--- src/rtl/ps2_key_event_rx.sv ---
// PS/2 keyboard receiver: synchroniser, clock filter, 11-bit deframer, make/break/E0 decoder and FWFT event FIFO.
// Define PS2_EXTENDED_EN to decode the E0 prefix into ev_ext; otherwise E0 bytes are ignored and ev_ext is 0.
module ps2_key_event_rx #(
  parameter int FILTER_LEN     = 8,
  parameter int FIFO_DEPTH     = 8,
  parameter int TIMEOUT_CYCLES = 25000
) (
  input  logic                          clk25,
  input  logic                          reset,
  input  logic                          ps2clk,
  input  logic                          ps2data,
  input  logic                          ev_ready,
  input  logic                          err_clr,
  output logic                          ev_valid,
  output logic [7:0]                    ev_code,
  output logic                          ev_break,
  output logic                          ev_ext,
  output logic [$clog2(FIFO_DEPTH):0]   fifo_count,
  output logic                          overflow,
  output logic                          frame_err
);

  localparam int HALF = FILTER_LEN / 2;
  localparam int AW   = $clog2(FIFO_DEPTH);
  localparam int CW   = AW + 1;
  localparam int IW   = $clog2(TIMEOUT_CYCLES + 1);
  localparam logic [IW-1:0] IDLE_MAX = IW'(TIMEOUT_CYCLES);
`ifdef PS2_EXTENDED_EN
  localparam int EW = 10;
`else
  localparam int EW = 9;
`endif

  logic [1:0]            clk_sync_reg, data_sync_reg;
  logic [FILTER_LEN-1:0] filt_reg;
  logic                  clk_s, data_s, fall;

  always_ff @(posedge clk25 or posedge reset) begin
    if (reset) begin
      clk_sync_reg  <= 2'b00;
      data_sync_reg <= 2'b00;
      filt_reg      <= '0;
    end else begin
      clk_sync_reg  <= {clk_sync_reg[0], ps2clk};
      data_sync_reg <= {data_sync_reg[0], ps2data};
      filt_reg      <= {filt_reg[FILTER_LEN-2:0], clk_s};
    end
  end

  assign clk_s  = clk_sync_reg[1];
  assign data_s = data_sync_reg[1];
  // Bit 0 is the newest sample: a clean fall is a settled-high half followed by a settled-low half.
  assign fall   = (&filt_reg[FILTER_LEN-1:HALF]) & ~(|filt_reg[HALF-1:0]);

  logic [3:0]    bit_cnt_reg;
  logic [9:0]    shift_reg;
  logic [IW-1:0] idle_reg;
  logic          byte_ok_reg, frame_err_reg, frame_good, timeout;
  logic [7:0]    byte_reg;

  // shift_reg[0]=start, [8:1]=data, [9]=parity; the stop bit is read live on the last edge.
  assign frame_good = ~shift_reg[0] & data_s & (^shift_reg[9:1]);
  assign timeout    = (bit_cnt_reg != 4'd0) && (idle_reg == IDLE_MAX);

  always_ff @(posedge clk25 or posedge reset) begin
    if (reset) begin
      bit_cnt_reg   <= 4'd0;
      shift_reg     <= '0;
      idle_reg      <= '0;
      byte_ok_reg   <= 1'b0;
      byte_reg      <= 8'h00;
      frame_err_reg <= 1'b0;
    end else begin
      byte_ok_reg   <= 1'b0;
      frame_err_reg <= 1'b0;
      if (fall) begin
        idle_reg <= '0;
        if (bit_cnt_reg < 4'd10) begin
          shift_reg   <= {data_s, shift_reg[9:1]};
          bit_cnt_reg <= bit_cnt_reg + 4'd1;
        end else begin
          bit_cnt_reg <= 4'd0;
          if (frame_good) begin
            byte_ok_reg <= 1'b1;
            byte_reg    <= shift_reg[8:1];
          end else begin
            frame_err_reg <= 1'b1;
          end
        end
      end else if (timeout) begin
        idle_reg      <= '0;
        bit_cnt_reg   <= 4'd0;
        frame_err_reg <= 1'b1;
      end else if (idle_reg != IDLE_MAX) begin
        idle_reg <= idle_reg + IW'(1);
      end
    end
  end

  assign frame_err = frame_err_reg;

  logic          brk_reg, is_f0, is_e0, push_req;
  logic [EW-1:0] push_data;

  assign is_f0    = (byte_reg == 8'hF0);
  assign is_e0    = (byte_reg == 8'hE0);
  assign push_req = byte_ok_reg & ~is_f0 & ~is_e0;

`ifdef PS2_EXTENDED_EN
  logic ext_reg;
  always_ff @(posedge clk25 or posedge reset) begin
    if (reset) begin
      brk_reg <= 1'b0;
      ext_reg <= 1'b0;
    end else if (frame_err_reg || push_req) begin
      brk_reg <= 1'b0;
      ext_reg <= 1'b0;
    end else if (byte_ok_reg) begin
      if (is_f0) brk_reg <= 1'b1;
      if (is_e0) ext_reg <= 1'b1;
    end
  end
  assign push_data = {ext_reg, brk_reg, byte_reg};
`else
  always_ff @(posedge clk25 or posedge reset) begin
    if (reset) begin
      brk_reg <= 1'b0;
    end else if (frame_err_reg || push_req) begin
      brk_reg <= 1'b0;
    end else if (byte_ok_reg && is_f0) begin
      brk_reg <= 1'b1;
    end
  end
  assign push_data = {brk_reg, byte_reg};
`endif

  logic [EW-1:0] mem [FIFO_DEPTH];
  logic [AW-1:0] wr_ptr_reg, rd_ptr_reg;
  logic [CW-1:0] count_reg;
  logic          overflow_reg, full, do_push, do_pop;
  logic [EW-1:0] head;

  assign full    = (count_reg == CW'(FIFO_DEPTH));
  assign do_pop  = ev_valid & ev_ready;
  // A full FIFO still accepts a push when the head is popped in the same cycle.
  assign do_push = push_req & (~full | do_pop);

  always_ff @(posedge clk25) begin
    if (do_push) mem[wr_ptr_reg] <= push_data;
  end

  always_ff @(posedge clk25 or posedge reset) begin
    if (reset) begin
      wr_ptr_reg   <= '0;
      rd_ptr_reg   <= '0;
      count_reg    <= '0;
      overflow_reg <= 1'b0;
    end else begin
      if (do_push) wr_ptr_reg <= wr_ptr_reg + AW'(1);
      if (do_pop)  rd_ptr_reg <= rd_ptr_reg + AW'(1);
      if (do_push && !do_pop)      count_reg <= count_reg + CW'(1);
      else if (do_pop && !do_push) count_reg <= count_reg - CW'(1);
      if (push_req && full && !do_pop) overflow_reg <= 1'b1;
      else if (err_clr)                overflow_reg <= 1'b0;
    end
  end

  assign head       = mem[rd_ptr_reg];
  assign ev_valid   = (count_reg != '0);
  assign fifo_count = count_reg;
  assign overflow   = overflow_reg;
  assign ev_code    = ev_valid ? head[7:0] : 8'h00;
  assign ev_break   = ev_valid & head[8];
`ifdef PS2_EXTENDED_EN
  assign ev_ext     = ev_valid & head[9];
`else
  assign ev_ext     = 1'b0;
`endif

endmodule

--- config.mk ---
export PLATFORM = sky130hd
export DESIGN_NAME = ps2_key_event_rx
export DESIGN_NICKNAME = d
export VERILOG_FILES = /design/src/rtl/ps2_key_event_rx.sv
export SDC_FILE = /design/constraint.sdc
export NUM_CORES = 1
export LEC_CHECK = 0
export BUFFER_PORTS_ARGS = -buffer_cell sky130_fd_sc_hd__buf_2
export CORE_MARGIN = 1.5
export CORE_UTILIZATION = 55
export DETAILED_ROUTE_END_ITERATION = 10
export PLACE_DENSITY = 0.72
export SYNTH_ARGS = -nofsm -noshare
export SYNTH_HDL_FRONTEND = slang
export SYNTH_SLANG_ARGS = --single-unit
export TNS_END_PERCENT = 1
--- constraint.sdc ---
create_clock -name clk25 -period 7.49 [get_ports clk25]
set_clock_uncertainty 0.05 [all_clocks]
set_input_delay 0.3745 -clock clk25 [delete_from_list [all_inputs] [get_ports clk25]]
set_output_delay 0.3745 -clock clk25 [all_outputs]
set_load 0.05 [all_outputs]
==> results <==
- The sort of element at the start of the critical path is a flop.
- At the end of routability-driven placement, the weighted congestion stood at 0.7687.
- In this run the power density over the cells is 356.6 nW/um^2.
- The register with the most flip-flops in the layout has 72 of them.
- The global route total overflow is 0.
- The time the final worst path needs with I/O delays and setup is 3.397 ns.
- The number of buffers added by the clock tree synthesis step is 17.
- The max-slew violation count is 0.
- The area added between synthesis and finish is 14.56%.
- Clock-pin slew was measured on the worst setup and hold paths at 0.06 ns.
- The placed cell count is 493.
- The count of nets left with antenna violations once routing finished came out at 0.
- The TritonCTS clock tree is yes.
- Summed over all nets, wire length on met2 after detailed routing comes to 4.835 mm.
- Measured in cells, the most critical reg-to-reg path has a length of 11.
- The routed length per placed instance is 17.90 microns.
- The non-filler instance count after layout is 527.
- The cell count after synthesis came out at 347.
- The number of setup buffers added after CTS is 0.
- The fraction of the core area covered by cells at the end of the flow is 0.6516.
- The most common cell in the synthesized netlist is edfxtp_1.
- The number of remaining DRC errors is 0.
- The via count normalized by instance count is 5.541.
- The count of distinct cell types in the synthesized netlist is 41.
- The detailed router put a total of 4.109 mm of wire on met1.
- Data on the critical path arrives at its endpoint at 3.74 ns.
- The flow ran to the end, and the final reports show no timing, DRC or antenna violations.
- Of all flip-flops after synthesis, the portion carrying an async set or reset was 0.4667.
- The number of antenna diodes in the final layout is 0.
- After synthesis, the mean cell area works out to 16.02 sq um.
- At the end of the flow, the number of nets in the layout was 397.
- The cell row count is 36.
- Setup repair after global routing left no endpoint under its margin.
- The number of antenna violations at the first check in global routing is 0.
- The worst setup path is of the reg2reg kind.
- At the worst endpoint, the required time is 7.83 ns.
- The cell area that synthesis handed to floorplanning was 5559 sq um.
- After detailed routing, the total wire length is 9.431 mm.
- Dividing the final minimum period by the clock period gives 0.4535.
- After the first detailed-routing iteration, the DRC count stood at 189.
- The number of global-route vias before repair is 3,064.
- In this design, the stage delay of the slowest critical-path cell is 1.04 ns.
- Across the run, the number of max-cap violations was 0.
- The area of the core is 9774 sq um.
- The pin count of the biggest net entering global routing is 64.
- The first TritonRoute pass finished after 4 iterations.
- The yosys synthesis warning count is 0.
- The number of sinks handled by clock tree synthesis is 135.
- The share of the Yosys chip area taken by registers is 0.6725.
- Synthesis produced a netlist with a net count of 363.
- Counting instances in the post-synthesis netlist gives the leading cell types as 72 x edfxtp_1, 63 x dfrtp_1, 36 x nor2_1.
- IR analysis of the VDD net gives a maximum drop of 191.4 uV.
- The worst-skew pair later-pin latency is 0.51 ns.
- The endpoint type of the worst setup path is a flop.
- The met3 wire length is 369 microns.
- The post-route cell area is 6369 sq um.
- In this run the top signal layer used is met4.
- The initial utilization of the core area, before any placement, comes to 0.5687.
- In this run the vertical extent of the chip is 103.5 microns.
- In this run the deepest clock path goes through 2 buffers.
- In this run the critical register-to-register path is captured at fifo_count[3].
- For this run, the total global-route usage over all layers was measured as 0.1964.
- The startpoint identified for the worst register-to-register timing path is fifo_count[0].
- The post-detailed-placement cell area is 5796 sq um.
- The achievable frequency is 0.2944 GHz.
- The slew at the pin with the worst max-slew slack is 1.185 ns.
- Traced cell by cell, the critical path runs through nor4_2 -> inv_1 -> nand2_1 -> ha_1 -> inv_1 -> ha_1 -> a21o_1 -> a21oi_1 -> xnor2_1 -> nor2_1 -> xor2_1.
- In the synthesized netlist the dominant register cell turns out to be edfxtp_1.
- The slowest stage of the critical path is the nor4_2 cell.
- The floorplan step set the die width to 103.5 microns.
- The static leakage is 2.549 nW.
- Detailed placement finished with a half-perimeter wire length of 5.699 mm.
- The die covers 10,720 sq um.
- By area the synthesized netlist is led by edfxtp_1 39%, dfrtp_1 28%, mux4_2 7.3%.
- The class of the tightest hold or removal check is in2async.
- CTS built an H-tree with a depth of 4.
- The tightest slew margin relative to the limit is 0.2033.
- The synthesized design contains 72 enable-type register cells.
- Summed over all failing endpoints, the final setup total negative slack is 0 ns.
- The first global-routing pass estimated 15.99 mm of wire.
- Setup violations remaining at the end of the flow were counted as 0.
- The setup check on the worst reg-to-reg path leaves a slack of 4.09 ns.
- The maximum fanout count along the critical path is 10.
- The number of placed I/O pins is 23.
- The largest total area in the synthesized netlist belongs to edfxtp_1.
- Counting flops and latches in the post-synthesis netlist gives 135.
- The cell at the root of the clock tree is clkbuf_8.
- Across all layers, the routed design uses 2,920 vias.
- The number of input and output port buffers inserted is 21.
- The hold violation count in the final report came to 0.
- The top cell type's share of synthesized area is 0.3889.
- The share of layout cells above drive strength 1 is 0.2437.
==> area by class of cell <==
cell class                 instances  area (sq um)
sequential                       135          3739
fill                             712          3406
multi-input combinational        193          1737
clock buffer                      18         417.9
tap                              133         166.4
timing repair buffer              25         140.1
clock inverter                    14         135.1
inverter                           9         33.78
==> worst max path at each step <==
| stage | depth (start not counted) | end | from | slack (ns) |
|---|---|---|---|---|
| global route | 11 | fifo_count[3] | fifo_count[0] | 3.84 |
| detailed placement | 11 | fifo_count[3] | fifo_count[0] | 4.14 |
| floorplan | 11 | fifo_count[3] | fifo_count[0] | 4.18 |
| global placement | 11 | fifo_count[3] | fifo_count[0] | 4.32 |
| CTS | 11 | fifo_count[3] | fifo_count[0] | 4.06 |
| finish | 11 | fifo_count[3] | fifo_count[0] | 4.09 |
==> cell families (layout without fill, tap and decap cells) <==
logic type / Yosys count / after routing / synth area share
muxes: 49 / 49 / 0.1389
other: 1 / 1 / 0.0006746
xor gates and xnor gates: 29 / 29 / 0.04816
and+or+nand+nor: 88 / 88 / 0.07787
AOI/OAI and AO/OA: 16 / 16 / 0.02116
DFF: 135 / 135 / 0.6725
buffers and inverters: 19 / 66 / 0.01688
adders and majority gates: 10 / 10 / 0.02386
==> routing by layer <==
| metal | vias to the layer above | GRT usage |
|---|---|---|
| met4 | 0 | 0.08234 |
| met2 | 64 | 0.3210 |
| met1 | 1495 | 0.2561 |
| met5 | - | 0 |
| met3 | 12 | 0.04531 |
| li1 | 1349 | - |
==> through the flow <==
stage / setup slack (ns) / power [mW] / hold slack, ns
6_report: 4.093 / 2.271 / 0.01948
3_3_place_gp: 4.320 / 1.508 / 0.2846
3_5_place_dp: 4.140 / 1.522 / 0.2871
5_1_grt: 3.838 / 2.373 / 0.1113
2_1_floorplan: 4.176 / 1.393 / 0.2812
4_1_cts: 4.059 / 2.293 / 0.04867
==> timing repair <==
item / in CTS / in global routing
setup endpoints to repair: 0 / 0
resized for setup: 0 / 0
hold buffers: 2 / 0
endpoints found under the hold margin: 2 / 0
==> report_power, final <==
group	leakage (nW)	total (mW)	switching [mW]	internal [mW]
Sequential	1.44	0.904	0.0836	0.820
Clock	0.251	0.766	0.298	0.468
Combinational	0.858	0.601	0.373	0.229
Total	2.55	2.27	0.754	1.52
==> worst max-delay path, delay by kind of cell, from the launching register on <==
family                   cells  cell delay (ns)
AND/OR/NAND/NOR              3             1.32
XOR/XNOR                     2             0.28
adder cells (fa/ha/maj)      2             0.51
AO/OA/AOI/OAI                2             0.33
flip-flops                   1             0.47
buffers and inverters        2             0.31
==> cell usage in the layout (no fill, tap or decap), drive strengths merged, types with 3 or more instances in the layout <==
cell type and n:
mux4 18, ha 9, clkinv 6, nor3 6, clkbuf 18, inv 9, xor2 12, xnor2 16
mux2 21, dfrtp 63, nor2 36, edfxtp 72, o21ai 5, and3 4, buf 23, nand2b 5
mux2i 10, a21oi 3, nand2 16, nor4 3, a21o 3, nand3 7, clkinvlp 6
Note: power is estimated with default switching activity, not from simulation.
